File: src/rtl/hgfe_word_sequencer.sv
// Multi-digit HGFE to BCD front end: serialises a packed word of HGFE digits
// through one shared hgfe2dcba converter and returns the packed BCD word.

module hgfe2dcba (
  input  logic [3:0] hgfe,
  output logic [3:0] dcba,
  output logic       illegal
);

  always_comb begin
    dcba    = 4'h0;
    illegal = 1'b0;
    case (hgfe)
      4'b0000: dcba = 4'd0;
      4'b0001: dcba = 4'd1;
      4'b0011: dcba = 4'd2;
      4'b0100: dcba = 4'd3;
      4'b0101: dcba = 4'd4;
      4'b0111: dcba = 4'd5;
      4'b1001: dcba = 4'd6;
      4'b1011: dcba = 4'd7;
      4'b1100: dcba = 4'd8;
      4'b1101: dcba = 4'd9;
      default: illegal = 1'b1;
    endcase
  end

endmodule

module hgfe_word_sequencer #(
  parameter int DIGITS = 4
) (
  input  logic                  clk,
  input  logic                  rst_n,
  input  logic                  in_valid,
  output logic                  in_ready,
  input  logic [4*DIGITS-1:0]   in_code,
  output logic                  out_valid,
  input  logic                  out_ready,
  output logic [4*DIGITS-1:0]   out_bcd,
  output logic [DIGITS-1:0]     out_err_mask,
  output logic                  out_err
);

  localparam int IDX_W = (DIGITS > 1) ? $clog2(DIGITS) : 1;
  localparam logic [IDX_W-1:0] LAST_IDX = IDX_W'(DIGITS - 1);

  typedef enum logic [1:0] {
    IDLE = 2'd0,
    CONV = 2'd1,
    DONE = 2'd2
  } state_t;

  state_t               state;
  logic [IDX_W-1:0]     idx;
  logic [4*DIGITS-1:0]  code_q;

  logic [3:0]           cur_code;
  logic [3:0]           conv_dcba;
  logic                 conv_illegal;
  logic [4*DIGITS-1:0]  bcd_next;
  logic [DIGITS-1:0]    mask_next;

  // Digit select for the single shared converter.
  always_comb begin
    cur_code = 4'h0;
    for (int i = 0; i < DIGITS; i++) begin
      if (idx == IDX_W'(i)) begin
        cur_code = code_q[4*i +: 4];
      end
    end
  end

  hgfe2dcba u_conv (
    .hgfe    (cur_code),
    .dcba    (conv_dcba),
    .illegal (conv_illegal)
  );

  // Illegal digits are stored as 4'hF regardless of what the converter drives.
  always_comb begin
    bcd_next  = out_bcd;
    mask_next = out_err_mask;
    for (int i = 0; i < DIGITS; i++) begin
      if (idx == IDX_W'(i)) begin
        bcd_next[4*i +: 4] = conv_illegal ? 4'hF : conv_dcba;
        mask_next[i]       = conv_illegal;
      end
    end
  end

  always_ff @(posedge clk) begin
    if (!rst_n) begin
      state        <= IDLE;
      idx          <= '0;
      code_q       <= '0;
      in_ready     <= 1'b1;
      out_valid    <= 1'b0;
      out_bcd      <= '0;
      out_err_mask <= '0;
      out_err      <= 1'b0;
    end else begin
      case (state)
        IDLE: begin
          if (in_valid && in_ready) begin
            code_q       <= in_code;
            idx          <= '0;
            out_bcd      <= '0;
            out_err_mask <= '0;
            out_err      <= 1'b0;
            in_ready     <= 1'b0;
            state        <= CONV;
          end
        end
        CONV: begin
          out_bcd      <= bcd_next;
          out_err_mask <= mask_next;
          out_err      <= |mask_next;
          if (idx == LAST_IDX) begin
            out_valid <= 1'b1;
            state     <= DONE;
          end else begin
            idx <= idx + 1'b1;
          end
        end
        DONE: begin
          if (out_ready) begin
            out_valid <= 1'b0;
            in_ready  <= 1'b1;
            state     <= IDLE;
          end
        end
        default: begin
          state     <= IDLE;
          in_ready  <= 1'b1;
          out_valid <= 1'b0;
        end
      endcase
    end
  end

endmodule

File: config.mk
export PLATFORM = sky130hd
export DESIGN_NAME = hgfe_word_sequencer
export DESIGN_NICKNAME = d
export VERILOG_FILES = /design/src/rtl/hgfe_word_sequencer.sv
export SDC_FILE = /design/constraint.sdc
export NUM_CORES = 1
export LEC_CHECK = 0
export ABC_AREA = 1
export CORE_ASPECT_RATIO = 0.7
export CORE_MARGIN = 4
export CORE_UTILIZATION = 36
export CTS_BUF_LIST = sky130_fd_sc_hd__clkbuf_16
export DETAILED_ROUTE_END_ITERATION = 10
export SETUP_SLACK_MARGIN = 0.3
export SLEW_MARGIN = 10
export SYNTH_ARGS = -nofsm -noshare
export SYNTH_HDL_FRONTEND = slang
export SYNTH_SLANG_ARGS = --single-unit
File: constraint.sdc
create_clock -name clk -period 5.6 [get_ports clk]
set_input_delay 1.4 -clock clk [delete_from_list [all_inputs] [get_ports clk]]
set_output_delay 1.4 -clock clk [all_outputs]
set_load 0.05 [all_outputs]
==> impl_metrics.json, run 1 <==
{
  "status": "finished clean",
  "grt_max_degree": 34,
  "vias_per_cell": 4.70,
  "path_clk_slew_ns": 0.06,
  "ys.warnings.count": 0,
  "synth-seq-cells": 43,
  "cp_max_fo": 23,
  "ir_worst_vdd_mv": 0.147,
  "cp-end-kind": "flop",
  "holdPathStages": 2,
  "die_x_microns": 94.5,
  "ys_seq_area_frac": 0.456,
  "multi_input_area_sq_um": 912,
  "drive_gt1_frac": 0.0746,
  "path_class": "in2reg",
  "drt_iter0_markers": 116,
  "overflow": 0,
  "finalSetupViolCount": 0,
  "worstHoldPathType": "reg2reg",
  "cts_hold_buf": 0,
  "netlist_instances": 252,
  "cp_data_required_time_ns": 5.80,
  "core_area_sq_um": 4910,
  "initial_core_util": 0.384,
  "track_usage": 0.154,
  "cts-buffers-inserted": 5,
  "grt_setup_unrepaired": "no",
  "htreeDepth": 2,
  "regArea_sq_um": 861,
  "avgSynthCellArea_sq_um": 7.49,
  "area_growth_pct": 32.6,
  "finalHoldViolCount": 0,
  "die_h_microns": 68.6,
  "fmax_mhz": 273,
  "cts_tree": "yes",
  "wl_per_cell_microns": 12.7,
  "row_count": 21,
  "period_share": 0.654,
  "vias": 1709,
  "cts_root_buffer": "clkbuf_16",
  "ant_nets": 0,
  "yosysUniqueCellTypes": 30,
  "clock-skew-final_ns": 0.00197,
  "diodes": 0,
  "syn-num-nets": 276,
  "cts_buffer_depth": 2,
  "port_buffers": 42,
  "post-dp-hpwl_microns": 3310,
  "cts_setup_buffers": 0,
  "io_pins": 43,
  "finalWirelength_microns": 4620,
  "drtPass1Iterations": 4,
  "tns_ns": 0,
  "die_area_sq_um": 6480,
  "place_congestion": 0.762,
  "grt_pass1_vias": 1636,
  "ff2ff_path_depth": 6,
  "min_period_ns": 3.66,
  "n_fill_cell": 477,
  "grt_pass1_wl_microns": 7820,
  "drc": 0,
  "worstSkewPairLatency_ns": 0.28,
  "syn_area_sq_um": 1890,
  "nets": 318,
  "cts.sink_count": 43,
  "cp.arrival_ns": 3.86,
  "post_cts_resized": 0,
  "relSlewSlack": 0.441,
  "critPathLaunchType": "input pin",
  "antenna_found_initial": 0,
  "finalMaxSlewViolations": 0,
  "power.density_nw_per_um2": 331,
  "worst_slew_pin_slew_ns": 0.834,
  "power_w": 0.000829,
  "max_cap_viol_count": 0,
  "p_leak_nw": 1.02
}
final cells by class:
class                   instances  area share
multi-input cells             180       0.365
clock buffers                   5      0.0500
clock inverters                 3     0.00450
inverters                      21      0.0315
well taps                      69      0.0345
repair buffers                 43       0.171
flip-flops and latches         43       0.344
worst max-delay path, stage by stage:
cell	delay [ns]
clkdlybuf4s50_1	0.49
nand2_1	0.07
nor3_2	0.63
inv_1	0.56
o21ai_1	0.44
o21ai_0	0.13
a21oi_1	0.14
where the power goes:
group	total [W]	switching, W	internal, W
Sequential	0.000347	0.0000140	0.000333
Clock	0.000268	0.000107	0.000160
Combinational	0.000215	0.000142	0.0000735
routing by layer:
layer,GRT usage,part of all wire
met1,0.245,0.57
met2,0.207,0.37
met3,0.0358,0.064
met4,0.0324,0.0022
met5,0,0
registers in the layout (all words and copies together) (netlist names):
signal	cells
code_q	16
idx	2
in_ready	1
out_bcd	16
out_err	1
out_err_mask	4
out_valid	1
state	2
metrics by stage:
stage / worst slack, ns / hold WS, ns / area (sq um) / utilization / instances
floorplan: 3.12 / 0.429 / 1890 / - / 252
global placement: 1.69 / 0.438 / 2370 / 0.482 / 356
detailed placement: 1.60 / 0.437 / 2370 / 0.482 / 356
CTS: 1.88 / 0.446 / 2500 / 0.509 / 364
global route: 1.58 / 0.490 / 2500 / 0.509 / 364
finish: 1.94 / 0.443 / 2500 / 0.509 / 364
Yosys cell counts:
cell type	number	area, sq um
nor3_2	1	10.0
buf_2	1	5.00
nand3b_1	1	7.51
nand2_4	1	11.3
a21oi_2	1	8.76
a21oi_4	2	32.5
nand3_4	1	17.5
o21ai_1	3	15.0
ha_1	4	50.1
a21o_1	2	15.0
dfxtp_1	43	861
o211ai_1	1	7.51
a21oi_1	30	150
inv_1	17	63.8
or2_1	1	6.26
nand3_1	10	50.1
buf_1	1	3.75
clkinv_1	2	7.51
o21ai_2	1	8.76
clkbuf_1	5	18.8
buf_4	1	7.51
nand2_2	4	25.0
o21ai_0	32	160
inv_2	2	7.51
nand2_1	36	135
nand4_1	2	12.5
nand3_2	1	10.0
nor2_2	2	12.5
nor2_1	43	161
nor3_1	1	5.00
placed cells by master (no fill, tap or decap), types with 3 or more instances in the layout:
master,Yosys,final
dfxtp_1,43,43
ha_1,4,4
a21oi_1,30,30
nor2_1,43,43
clkbuf_16,0,5
clkinv_1,2,4
nand3_1,10,10
clkdlybuf4s50_1,0,42
nand2_2,4,4
nand2_1,36,36
o21ai_0,32,32
inv_1,17,18
o21ai_1,3,3
worst paths after layout:
| check | start | end | slack, ns |
|---|---|---|---|
| worst max register to register | in_ready$_SDFFE_PN1P_ | out_bcd[8]$_SDFFE_PN0P_ | 3.21 |
| worst max-delay path | in_valid | out_bcd[8]$_SDFFE_PN0P_ | 1.94 |
| worst min register to register | out_valid$_SDFFE_PN0P_ | out_valid$_SDFFE_PN0P_ | 0.44 |
| worst min-delay path | out_valid$_SDFFE_PN0P_ | out_valid$_SDFFE_PN0P_ | 0.44 |
logic make-up after synthesis:
logic type	count (synthesis)	share of synthesized area
AND/OR/NAND/NOR	104	0.246
AO/OA/AOI/OAI	72	0.211
adder cells (fa/ha/maj)	4	0.0265
flip-flops	43	0.456
buffers and inverters	29	0.0603
(Power assumes the default switching activity.)
==> run 2: changes to the inputs <==
==> constraint.sdc (replaced) <==
create_clock -name clk -period 3.44 [get_ports clk]
set_input_delay 0.86 -clock clk [delete_from_list [all_inputs] [get_ports clk]]
set_output_delay 0.86 -clock clk [all_outputs]
set_load 0.05 [all_outputs]
==> run 2 against run 1 <==
  * Core utilization increased by 0.71 points
  * First-iteration DRC count decreased by 11%
  * Combinational power increased by 64%
  * Routed wire length increased by 0.69%
  * Hold slack improved by 0.017 ns
  * Sequential power increased by 63%
  * Highest routed layer unchanged
==> impl_metrics.json, run 2 (same netlist as run 1, synthesis figures left out) <==
{
  "switching_power_w": 0.000435,
  "finalHoldViolCount": 0,
  "wl_per_cell_microns": 12.8,
  "drc": 0,
  "critPathLaunchType": "input pin",
  "max_cap_viol_count": 0,
  "die_x_microns": 94.5,
  "drt_iter0_markers": 103,
  "drive_gt1_frac": 0.0845,
  "area_growth_pct": 34.5,
  "cts_setup_buffers": 0,
  "post-dp-hpwl_microns": 3420,
  "core_area_sq_um": 4910,
  "nets": 319,
  "grt_pass1_vias": 1590,
  "overflow": 0,
  "r2r-start": "idx[0]$_SDFFE_PN0P_",
  "ir_worst_vdd_mv": 0.216,
  "path_cells": "clkdlybuf4s50_1, nand2_1, nor3_2, inv_1, o21ai_1, o21ai_0, a21oi_1",
  "diodes": 0,
  "ant_nets": 0,
  "drtPass1Iterations": 5,
  "grt_max_degree": 24,
  "cp.arrival_ns": 2.59,
  "cts-buffers-inserted": 5,
  "swShare": 0.303,
  "cts_tree": "yes",
  "finalMaxSlewViolations": 0,
  "combPwrFrac": 0.245,
  "ff2ff_path_depth": 13,
  "worst_hold_slack_ns": 0.461,
  "cp_slowest_stage_delay_ns": 0.48,
  "htreeDepth": 2,
  "finalSetupViolCount": 0,
  "cp_data_required_time_ns": 3.59,
  "grt_use_met3": 0.0412,
  "fmax_mhz": 409,
  "power.density_nw_per_um2": 566,
  "place_congestion": 0.764,
  "min_period_ns": 2.44,
  "post_cts_resized": 0,
  "cp-end-kind": "flop",
  "slowest_stage": "inv_1",
  "relSlewSlack": 0.548,
  "p_leak_nw": 1.03,
  "clockPowerShare": 0.362,
  "die_area_sq_um": 6480,
  "cts_buffer_depth": 2,
  "cts.sink_count": 43,
  "top_regs": "code_q: 16 flops, out_bcd: 16 flops, out_err_mask: 4 flops",
  "io_pins": 43,
  "power_w": 0.00144,
  "layout_common_cells": "nor2_1 (43), dfxtp_1 (43), clkdlybuf4s50_1 (42)",
  "finalWirelength_microns": 4660,
  "initial_core_util": 0.384,
  "vias_per_cell": 4.72,
  "grt_setup_unrepaired": "no",
  "grt_pass1_wl_microns": 7520,
  "antenna_found_initial": 0,
  "tns_ns": 0,
  "top_usage_layer": "met1",
  "cp-startpoint": "in_valid",
  "clock-skew-final_ns": 0.00286,
  "p_seq_frac": 0.393,
  "r2r_slack_ns": 1.32,
  "cp_max_fo": 23,
  "worstSkewPairLatency_ns": 0.28,
  "power.internal_w": 0.00100,
  "path_clk_slew_ns": 0.06,
  "rr_endpoint": "out_bcd[8]$_SDFFE_PN0P_",
  "port_buffers": 42,
  "setup.worst_path.end": "out_bcd[8]$_SDFFE_PN0P_",
  "vias": 1723,
  "worstHoldPathType": "reg2reg",
  "worst_slew_pin_slew_ns": 0.676,
  "groute.layer.met2.usage": 0.208,
  "status": "finished clean",
  "path_class": "in2reg",
  "cts_root_buffer": "clkbuf_16",
  "period_share": 0.710,
  "met1_usage": 0.226,
  "row_count": 21,
  "cts_hold_buf": 0,
  "track_usage": 0.150,
  "die_h_microns": 68.6
}
-- run 2: cell type report --
type | count | area (sq um)
clock buffers | 5 | 125
fillers | 497 | 2380
repair buffers | 44 | 435
clock inverters | 3 | 38.8
flip-flops and latches | 43 | 861
inverters | 21 | 78.8
well taps | 69 | 86.3
multi-input cells | 180 | 912
-- run 2: how the worst min path moves through the flow --
stage	from	end	cells past startpoint
2_1_floorplan	code_q[7]$_SDFFE_PN0P_	code_q[7]$_SDFFE_PN0P_	2
3_3_place_gp	out_valid$_SDFFE_PN0P_	out_valid$_SDFFE_PN0P_	2
3_5_place_dp	out_valid$_SDFFE_PN0P_	out_valid$_SDFFE_PN0P_	2
4_1_cts	out_valid$_SDFFE_PN0P_	out_valid$_SDFFE_PN0P_	2
5_1_grt	out_valid$_SDFFE_PN0P_	out_valid$_SDFFE_PN0P_	2
6_report	out_valid$_SDFFE_PN0P_	out_valid$_SDFFE_PN0P_	2
-- run 2: critical path, delay by kind of cell --
family                 cells  cell delay (ns)
buffers and inverters      2             0.91
AO/OA/AOI/OAI              3             0.68
AND/OR/NAND/NOR            2             0.13
-- run 2: per-stage QoR --
step                      cell area [sq um]  std cells  setup WS (ns)   util
after floorplan                        1890        252           1.50      -
after global placement                 2370        357          0.739  0.483
after detailed placement               2370        357          0.673  0.483
after CTS                              2540        365          0.955  0.516
after global routing                   2540        365          0.784  0.516
final                                  2540        365          0.997  0.516
-- run 2: per-layer routing --
layer	vias up	wire (microns)
met1	766	2660
met5	-	0
met3	5	216
li1	912	-
met2	40	1740
met4	0	39
-- run 2: power by group through the flow --
stage,logic [W],registers [W],clock network (W)
after floorplan,0.000168,0.000646,0
after global placement,0.000348,0.000575,0
after detailed placement,0.000350,0.000574,0
after CTS,0.000353,0.000564,0.000530
after global routing,0.000386,0.000569,0.000558
final,0.000352,0.000564,0.000520
